[src/rtl/stream_rr_arbiter.sv]
// Packet-granular round-robin arbiter: NUM_PORTS valid/ready streams -> one registered output stream.
// Latency: request in IDLE at t -> grant at t+1; accepted beat at t -> on out_* at t+1.
// Backpressure: 2-entry skid stage; in_ready of the granted port drops only when the skid stage is full.
//
// Ports:
//   clk, reset_n               clock, synchronous active-low reset
//   in_data/in_last/in_valid   per-port inputs, port i at in_data[i*DATA_WIDTH +: DATA_WIDTH]
//   in_ready                   per-port ready, at most one bit high (the granted port)
//   out_data/out_last          registered output beat, stable while out_valid && !out_ready
//   out_valid/out_ready        output handshake
//   grant_valid/grant_idx      current grant; grant_idx holds the last granted port while idle
module stream_rr_arbiter #(
  parameter int NUM_PORTS  = 4,
  parameter int DATA_WIDTH = 32,
  parameter int IDX_WIDTH  = 2   // ceil(log2(NUM_PORTS)), minimum 1
) (
  input  logic                            clk,
  input  logic                            reset_n,
  input  logic [NUM_PORTS*DATA_WIDTH-1:0] in_data,
  input  logic [NUM_PORTS-1:0]            in_last,
  input  logic [NUM_PORTS-1:0]            in_valid,
  output logic [NUM_PORTS-1:0]            in_ready,
  output logic [DATA_WIDTH-1:0]           out_data,
  output logic                            out_last,
  output logic                            out_valid,
  input  logic                            out_ready,
  output logic                            grant_valid,
  output logic [IDX_WIDTH-1:0]            grant_idx
);

  typedef enum logic {
    ARB_IDLE,
    ARB_LOCKED
  } arb_state_t;

  typedef enum logic [1:0] {
    SK_EMPTY,
    SK_BUSY,
    SK_FULL
  } skid_state_t;

  arb_state_t           arb_state;
  logic [IDX_WIDTH-1:0] last_grant;

  skid_state_t          skid_state;
  logic [DATA_WIDTH:0]  main_q;   // {last, data} presented on out_*
  logic [DATA_WIDTH:0]  spare_q;  // beat caught while the output is stalled

  logic                 arb_found;
  logic [IDX_WIDTH-1:0] arb_idx;
  logic                 found_hi;
  logic [IDX_WIDTH-1:0] idx_hi;
  logic                 found_lo;
  logic [IDX_WIDTH-1:0] idx_lo;

  logic [DATA_WIDTH-1:0] sel_data;
  logic                  sel_last;
  logic [DATA_WIDTH:0]   up_word;
  logic                  skid_rdy;
  logic                  up_xfer;
  logic                  dn_xfer;

  // Round-robin pick: the first requester above last_grant wins; if none,
  // wrap and take the lowest requester at or below last_grant. This makes
  // the port that just finished the lowest priority.
  always_comb begin
    found_hi = 1'b0;
    idx_hi   = '0;
    found_lo = 1'b0;
    idx_lo   = '0;
    for (int i = 0; i < NUM_PORTS; i++) begin
      if (in_valid[i]) begin
        if (i > int'(last_grant)) begin
          if (!found_hi) begin
            found_hi = 1'b1;
            idx_hi   = IDX_WIDTH'(i);
          end
        end else begin
          if (!found_lo) begin
            found_lo = 1'b1;
            idx_lo   = IDX_WIDTH'(i);
          end
        end
      end
    end
    arb_found = found_hi | found_lo;
    arb_idx   = found_hi ? idx_hi : idx_lo;
  end

  // Granted-port mux. Only meaningful while grant_valid is high.
  always_comb begin
    sel_data = '0;
    sel_last = 1'b0;
    for (int i = 0; i < NUM_PORTS; i++) begin
      if (grant_idx == IDX_WIDTH'(i)) begin
        sel_data = in_data[i*DATA_WIDTH +: DATA_WIDTH];
        sel_last = in_last[i];
      end
    end
  end

  assign skid_rdy = (skid_state != SK_FULL);

  // Ready is built purely from registered state, never from in_valid.
  always_comb begin
    in_ready = '0;
    for (int i = 0; i < NUM_PORTS; i++) begin
      in_ready[i] = grant_valid && skid_rdy && (grant_idx == IDX_WIDTH'(i));
    end
  end

  assign up_xfer   = |(in_valid & in_ready);
  assign up_word   = {sel_last, sel_data};
  assign out_valid = (skid_state != SK_EMPTY);
  assign dn_xfer   = out_valid && out_ready;
  assign out_data  = main_q[DATA_WIDTH-1:0];
  assign out_last  = main_q[DATA_WIDTH];

  // Arbitration FSM: grant held from first beat through the last beat.
  always_ff @(posedge clk) begin
    if (!reset_n) begin
      arb_state   <= ARB_IDLE;
      last_grant  <= IDX_WIDTH'(NUM_PORTS - 1);
      grant_idx   <= '0;
      grant_valid <= 1'b0;
    end else begin
      case (arb_state)
        ARB_IDLE: begin
          if (arb_found) begin
            arb_state   <= ARB_LOCKED;
            grant_idx   <= arb_idx;
            grant_valid <= 1'b1;
          end
        end
        ARB_LOCKED: begin
          if (up_xfer && sel_last) begin
            arb_state   <= ARB_IDLE;
            last_grant  <= grant_idx;
            grant_valid <= 1'b0;
          end
        end
      endcase
    end
  end

  // Skid stage: load/flow/fill/flush/unload. In FULL no upstream beat can
  // arrive (ready is low), so only the flush edge exists there.
  always_ff @(posedge clk) begin
    if (!reset_n) begin
      skid_state <= SK_EMPTY;
      main_q     <= '0;
      spare_q    <= '0;
    end else begin
      case (skid_state)
        SK_EMPTY: begin
          if (up_xfer) begin
            main_q     <= up_word;
            skid_state <= SK_BUSY;
          end
        end
        SK_BUSY: begin
          case ({up_xfer, dn_xfer})
            2'b10: begin
              spare_q    <= up_word;
              skid_state <= SK_FULL;
            end
            2'b11: main_q <= up_word;
            2'b01: skid_state <= SK_EMPTY;
            default: ;
          endcase
        end
        SK_FULL: begin
          if (dn_xfer) begin
            main_q     <= spare_q;
            skid_state <= SK_BUSY;
          end
        end
        default: skid_state <= SK_EMPTY;
      endcase
    end
  end

endmodule

[config.mk]
export PLATFORM = sky130hd
export DESIGN_NAME = stream_rr_arbiter
export DESIGN_NICKNAME = d
export VERILOG_FILES = /design/src/rtl/stream_rr_arbiter.sv
export SDC_FILE = /design/constraint.sdc
export NUM_CORES = 1
export LEC_CHECK = 0
export BUFFER_PORTS_ARGS = -buffer_cell sky130_fd_sc_hd__buf_2
export CORE_MARGIN = 4
export CORE_UTILIZATION = 52
export DETAILED_ROUTE_END_ITERATION = 10
export PLACE_DENSITY = 0.86
export SLEW_MARGIN = 0
export SYNTH_ARGS = -nofsm -noshare
export SYNTH_HDL_FRONTEND = slang
export SYNTH_SLANG_ARGS = --single-unit
[constraint.sdc]
create_clock -name clk -period 3.63 [get_ports clk]
set_input_delay 0.363 -clock clk [delete_from_list [all_inputs] [get_ports clk]]
set_output_delay 0.363 -clock clk [all_outputs]
set_load 0.05 [all_outputs]
Word-level counts from Yosys, hierarchy flattened
Cells that the tools add are included.

storage, ports and cells
  word-level logic and storage cells = 99
  output and inout port bits = 41
  input port bits = 139
  register bits after elaboration = 74

cells by class
  eq/ne operators = 15
  magnitude comparators = 3
  bitwise logic cells = 3
  reductions and logical operators = 18
  muxes and demuxes = 53

operators with widths
  cell                  number
  $mux W32              4
  $mux W33              3
  $pmux W33 S3          1
  $mux W2               15
  $mux W1               26
  $eq A2 B2 Y1 const B  5
  $ne A2 B2 Y1 const B  4
  $reduce_and A2 Y1     4
  $logic_and A1 B1 Y1   7
  $eq A2 B1 Y1 const B  3
  $pmux W2 S3           1
  $and A4 B4 Y4         1
  $gt A2 B2 Y1 const A  2
  $logic_not A2 Y1      2
  $ne A2 B1 Y1 const B  2
  $pmux W1 S2           2
  $pmux W2 S2           1
  $reduce_and A4 Y1     1
  $reduce_or A4 Y1      1
  $ne A3 B2 Y1 const B  1
  $reduce_and A3 Y1     1
  $reduce_bool A3 Y1    1
  $gt A1 B2 Y1 const A  1
  $reduce_bool A2 Y1    1
  2 further kinds       2

Depth between registers and ports, before layout
  depth after elaboration = 11
  mapped depth = 8
  gate-level depth less buffers = 5

Worst setup path after synthesis
Ideal clock, no wire load.

  path kind = flip-flop to output port
  from = register grant_idx[1]
  to = output port in_ready[2]
  data required time = 3.267 ns
  cell stages (with the launch flop) = 4
  buffers on the path = 1
  setup slack = 1.178 ns
  arrival = 2.089 ns
  cell sequence = dfxtp_1 buf_4 nand2_1 nor3_1

between the ends
  longest elaborated chain between the ends = 2

ends and longest elaborated chain
  element                   RTL line  source
  start: declaration        28        output logic [IDX_WIDTH-1:0] grant_idx
  start signal: assignment  131       grant_idx <= arb_idx;
  $eq A2 B2 Y1              108       in_ready[i] = grant_valid && skid_rdy && (grant_idx == IDX_WIDTH'(i));
  $logic_and A1 B1 Y1       108
  end: declaration          22        output logic [NUM_PORTS-1:0] in_ready,

Every way passes these cells.

Final worst setup path
  from = register grant_idx[0]
  to = register main_q[22]

between the ends
  longest elaborated chain between the ends = 7
  elaborated cells between the ends (all ways) = 21
  classes of those cells = eq/ne: 6; mux: 7; bitwise: 1; reduce/logical: 7

ends and longest elaborated chain
  element                                                      RTL line  source
  $eq A2 B1 Y1 (tied with other cells)                         95, 108
  $logic_and A1 B1 Y1 or $mux W32 (tied branches)              108, 95
  $and A4 B4 Y4 or $mux W32 (tied branches)                    112, 95
  $reduce_or A4 Y1 or $mux W32 (tied branches)                 112, 95
  $eq A2 B2 Y1 or $mux W32 (tied branches)                     162, 95
  $ne A2 B1 Y1 (no line) (tied with other cells)               -
  $reduce_and A4 Y1 (no line) or $pmux W33 S3 (tied branches)  -
  end signal: assignment                                       157       main_q <= up_word;
  end signal: assignment                                       167       2'b11: main_q <= up_word;
  end signal: assignment                                       174       main_q <= spare_q;
  end: declaration                                             46        logic [DATA_WIDTH:0] main_q;

Parallel ways exist; a longest one is shown, timed or not. The select of a mux whose other input is x is not followed.
A chain may end at the register's enable or synchronous reset.

==> flow_metrics.py <==
metrics = {
    "power_and_ir_drop": {
        "ir_drop_uv": 240,
        "cellPowerDensity_nw_per_um2": 410,
        "power_leakage_uw": 0.00235,
        "total_power_uw": 2150,
    },
    "critical_path": {
        "cp-start-kind": "flop",
        "endpoint_kind": "flop",
        "cp_data_arrival_time_ns": 2.68,
        "crit_type": "reg2reg",
        "crit_fanout": 66,
        "required_ns": 3.89,
    },
    "die": {
        "rows": 32,
        "die_y_um": 98.1,
        "core_um2": 7810,
        "die_w_um": 98.1,
        "dieArea_um2": 9620,
        "start_util_pct": 54.1,
        "ioPinCount": 180,
    },
    "synth": {
        "yosys.area.top_type_share_pct": 35.1,
        "syn_area_per_cell_um2": 8.36,
        "synth_fa_ha_area_share_pct": 0,
        "yosys_warnings": 0,
        "yosysMostFrequentCell": "nand2_1",
        "synth_fp_nets": 644,
        "synthCells": 505,
        "yosys.area_share.simple_pct": 25.6,
        "synth_ff_type": "dfxtp_1",
        "synth_area_leaders": "dfxtp_1, nand2_1, mux4_2",
        "yosys-top-cells-count": "nand2_1, dfxtp_1, nand3_1",
        "synth-compound-area-share_pct": 12.5,
        "synth-seq-area-share_pct": 35.1,
        "synthXorXnorAreaFrac_pct": 0,
        "ys_seq_elements": 74,
        "ys_types": 38,
        "synth_top_family_by_area": "simple AND/OR/NAND/NOR gates",
        "muxShareOfSynthArea_pct": 19.3,
        "synth_edf_count": 0,
        "async_flop_share_pct": 0,
        "synth_area_um2": 4220,
        "synth_area_leader_cell": "dfxtp_1",
    },
    "cells_and_area": {
        "drive_gt1_share_pct": 36.4,
        "syn_to_final_growth_pct": 24.4,
        "fillers": 657,
        "diodes": 0,
        "final_util_pct": 67.2,
        "nets": 799,
    },
    "detailed_routing": {
        "drt-vias-per-instance": 5.55,
        "drtIter0Drc": 230,
        "ant_nets": 0,
        "vias": 4256,
        "firstDrtPassIters": 6,
        "drc": 0,
        "routedWlPerCell_um": 15.1,
        "routed_wl_um": 11600,
    },
    "clock_tree": {
        "clock_sinks": 74,
        "htreeDepth": 3,
        "root_buffer": "clkbuf_8",
        "ctsResizeCount": 0,
        "cts_max_path_buffers": 2,
        "cts_setup_buffers": 0,
        "numCtsBuffers": 9,
        "path_clk_slew_ns": 0.08,
        "cts_tree": "built",
        "cts_hold_repair.buffers": 0,
        "insertion_delay_ns": 0.34,
    },
    "sta": {
        "skew_ns": 0.0121,
        "worst_pin_slew_ns": 0.910,
        "max_freq_mhz": 414,
        "post-route-min-period_ns": 2.42,
        "finalSetupViolations": 0,
        "hold_ws_ns": 0.361,
        "slew_violations": 0,
        "finalSetupTns_ns": 0,
        "hold_viol": 0,
        "slew_headroom_pct": 39.2,
        "rsz0062_at_grt": "false",
        "period_share_pct": 66.5,
    },
    "grt": {
        "grt_max_degree": 67,
        "grt_pass1_wl_um": 18900,
        "antenna_found_initial": 0,
        "track_usage_pct": 23.8,
        "first_global_vias": 4123,
        "grt_overflow": 0,
    },
    "placement": {
        "hpwl_um": 8230,
        "place_congestion": 0.803,
        "port_buffers": 179,
    },
    "flow_run": {
        "maxCapViolCount": 0,
    },
    "min_path": {
        "min_path_type": "in2reg",
    },
    "run_status": {
        "status": "complete, no violations",
    },
}
-- power by group --
group          total (µW)  switching (µW)  leakage, µW  internal, µW
Sequential            890            38.9     0.000601           851
Clock                 744             302     0.000119           443
Combinational         517             306      0.00163           211
Total                2150             646      0.00235          1500
-- cell usage in the layout (no fill, tap or decap), types with 2 or more instances in the layout --
cell type and instances:
nor2_1 11, nand2_1 205, mux4_1 3, bufinv_16 2, nor3_1 2, nand3_2 2
o21ai_0 5, buf_4 8, a21boi_0 5, dfxtp_1 72, buf_2 179, a21boi_1 30
nor2b_1 4, dfxtp_2 2, mux2i_1 6, and3_1 2, clkbuf_8 12, o21ai_1 30
nand2b_1 2, and2_1 2, nand3_1 32, mux4_2 30, inv_1 3
-- path summary, 6_finish.rpt --
path	startpoint	to	slack (ns)	depth (start not counted)
max	grant_idx[0]	main_q[22]	1.21	6
max reg2reg	grant_idx[0]	main_q[22]	1.21	6
min reg2reg	main_q[0]	main_q[0]	0.45	2
min	in_valid[0]	grant_idx[0]	0.36	3
-- cell families after synthesis --
| kind of cell | count (synthesis) |
|---|---|
| compound gates | 81 |
| buf+inv | 46 |
| flops | 74 |
| mux | 39 |
| simple gates | 265 |
-- per-stage QoR --
stage | cells | setup WS, ns | cell area [µm²]
floorplan | 505 | 1.18 | 4220
global placement | 751 | 1.29 | 5010
detailed placement | 751 | 1.21 | 5010
CTS | 767 | 1.18 | 5250
global route | 767 | 0.918 | 5250
finish | 767 | 1.21 | 5250
-- routing by layer --
layer / vias up / global-route usage, % / share of wire (%)
li1: 2032 / - / -
met1: 1996 / 28.5 / 38
met2: 212 / 42.4 / 51
met3: 16 / 4.86 / 8.9
met4: 0 / 8.31 / 1.4
met5: - / 0 / 0
-- state kept, by name, summed over array words and instances, names as in the netlist --
| name | count |
|---|---|
| grant_idx | 2 |
| main_q | 33 |
| spare_q | 33 |
| last_grant | 2 |
| skid_state | 2 |
| grant_valid | 1 |
| arb_state | 1 |
-- cell type report --
cell class	count	area, µm²	share of cell area [%]
multi-input combinational	385	2430	46.4
sequential	74	1480	28.3
inverter	3	11.3	0.214
tap	102	128	2.43
clock inverter	4	72.6	1.38
timing repair buffer	187	956	18.2
clock buffer	12	165	3.15
-- worst max-delay path, cell delays in order, from the launching register on --
cell	delay [ns]
dfxtp_2	0.83
mux2i_1	0.22
o22ai_2	0.32
o21a_2	0.16
buf_4	0.52
nand3_1	0.17
o21ai_1	0.11
Note: power is estimated with default switching activity, not from simulation.
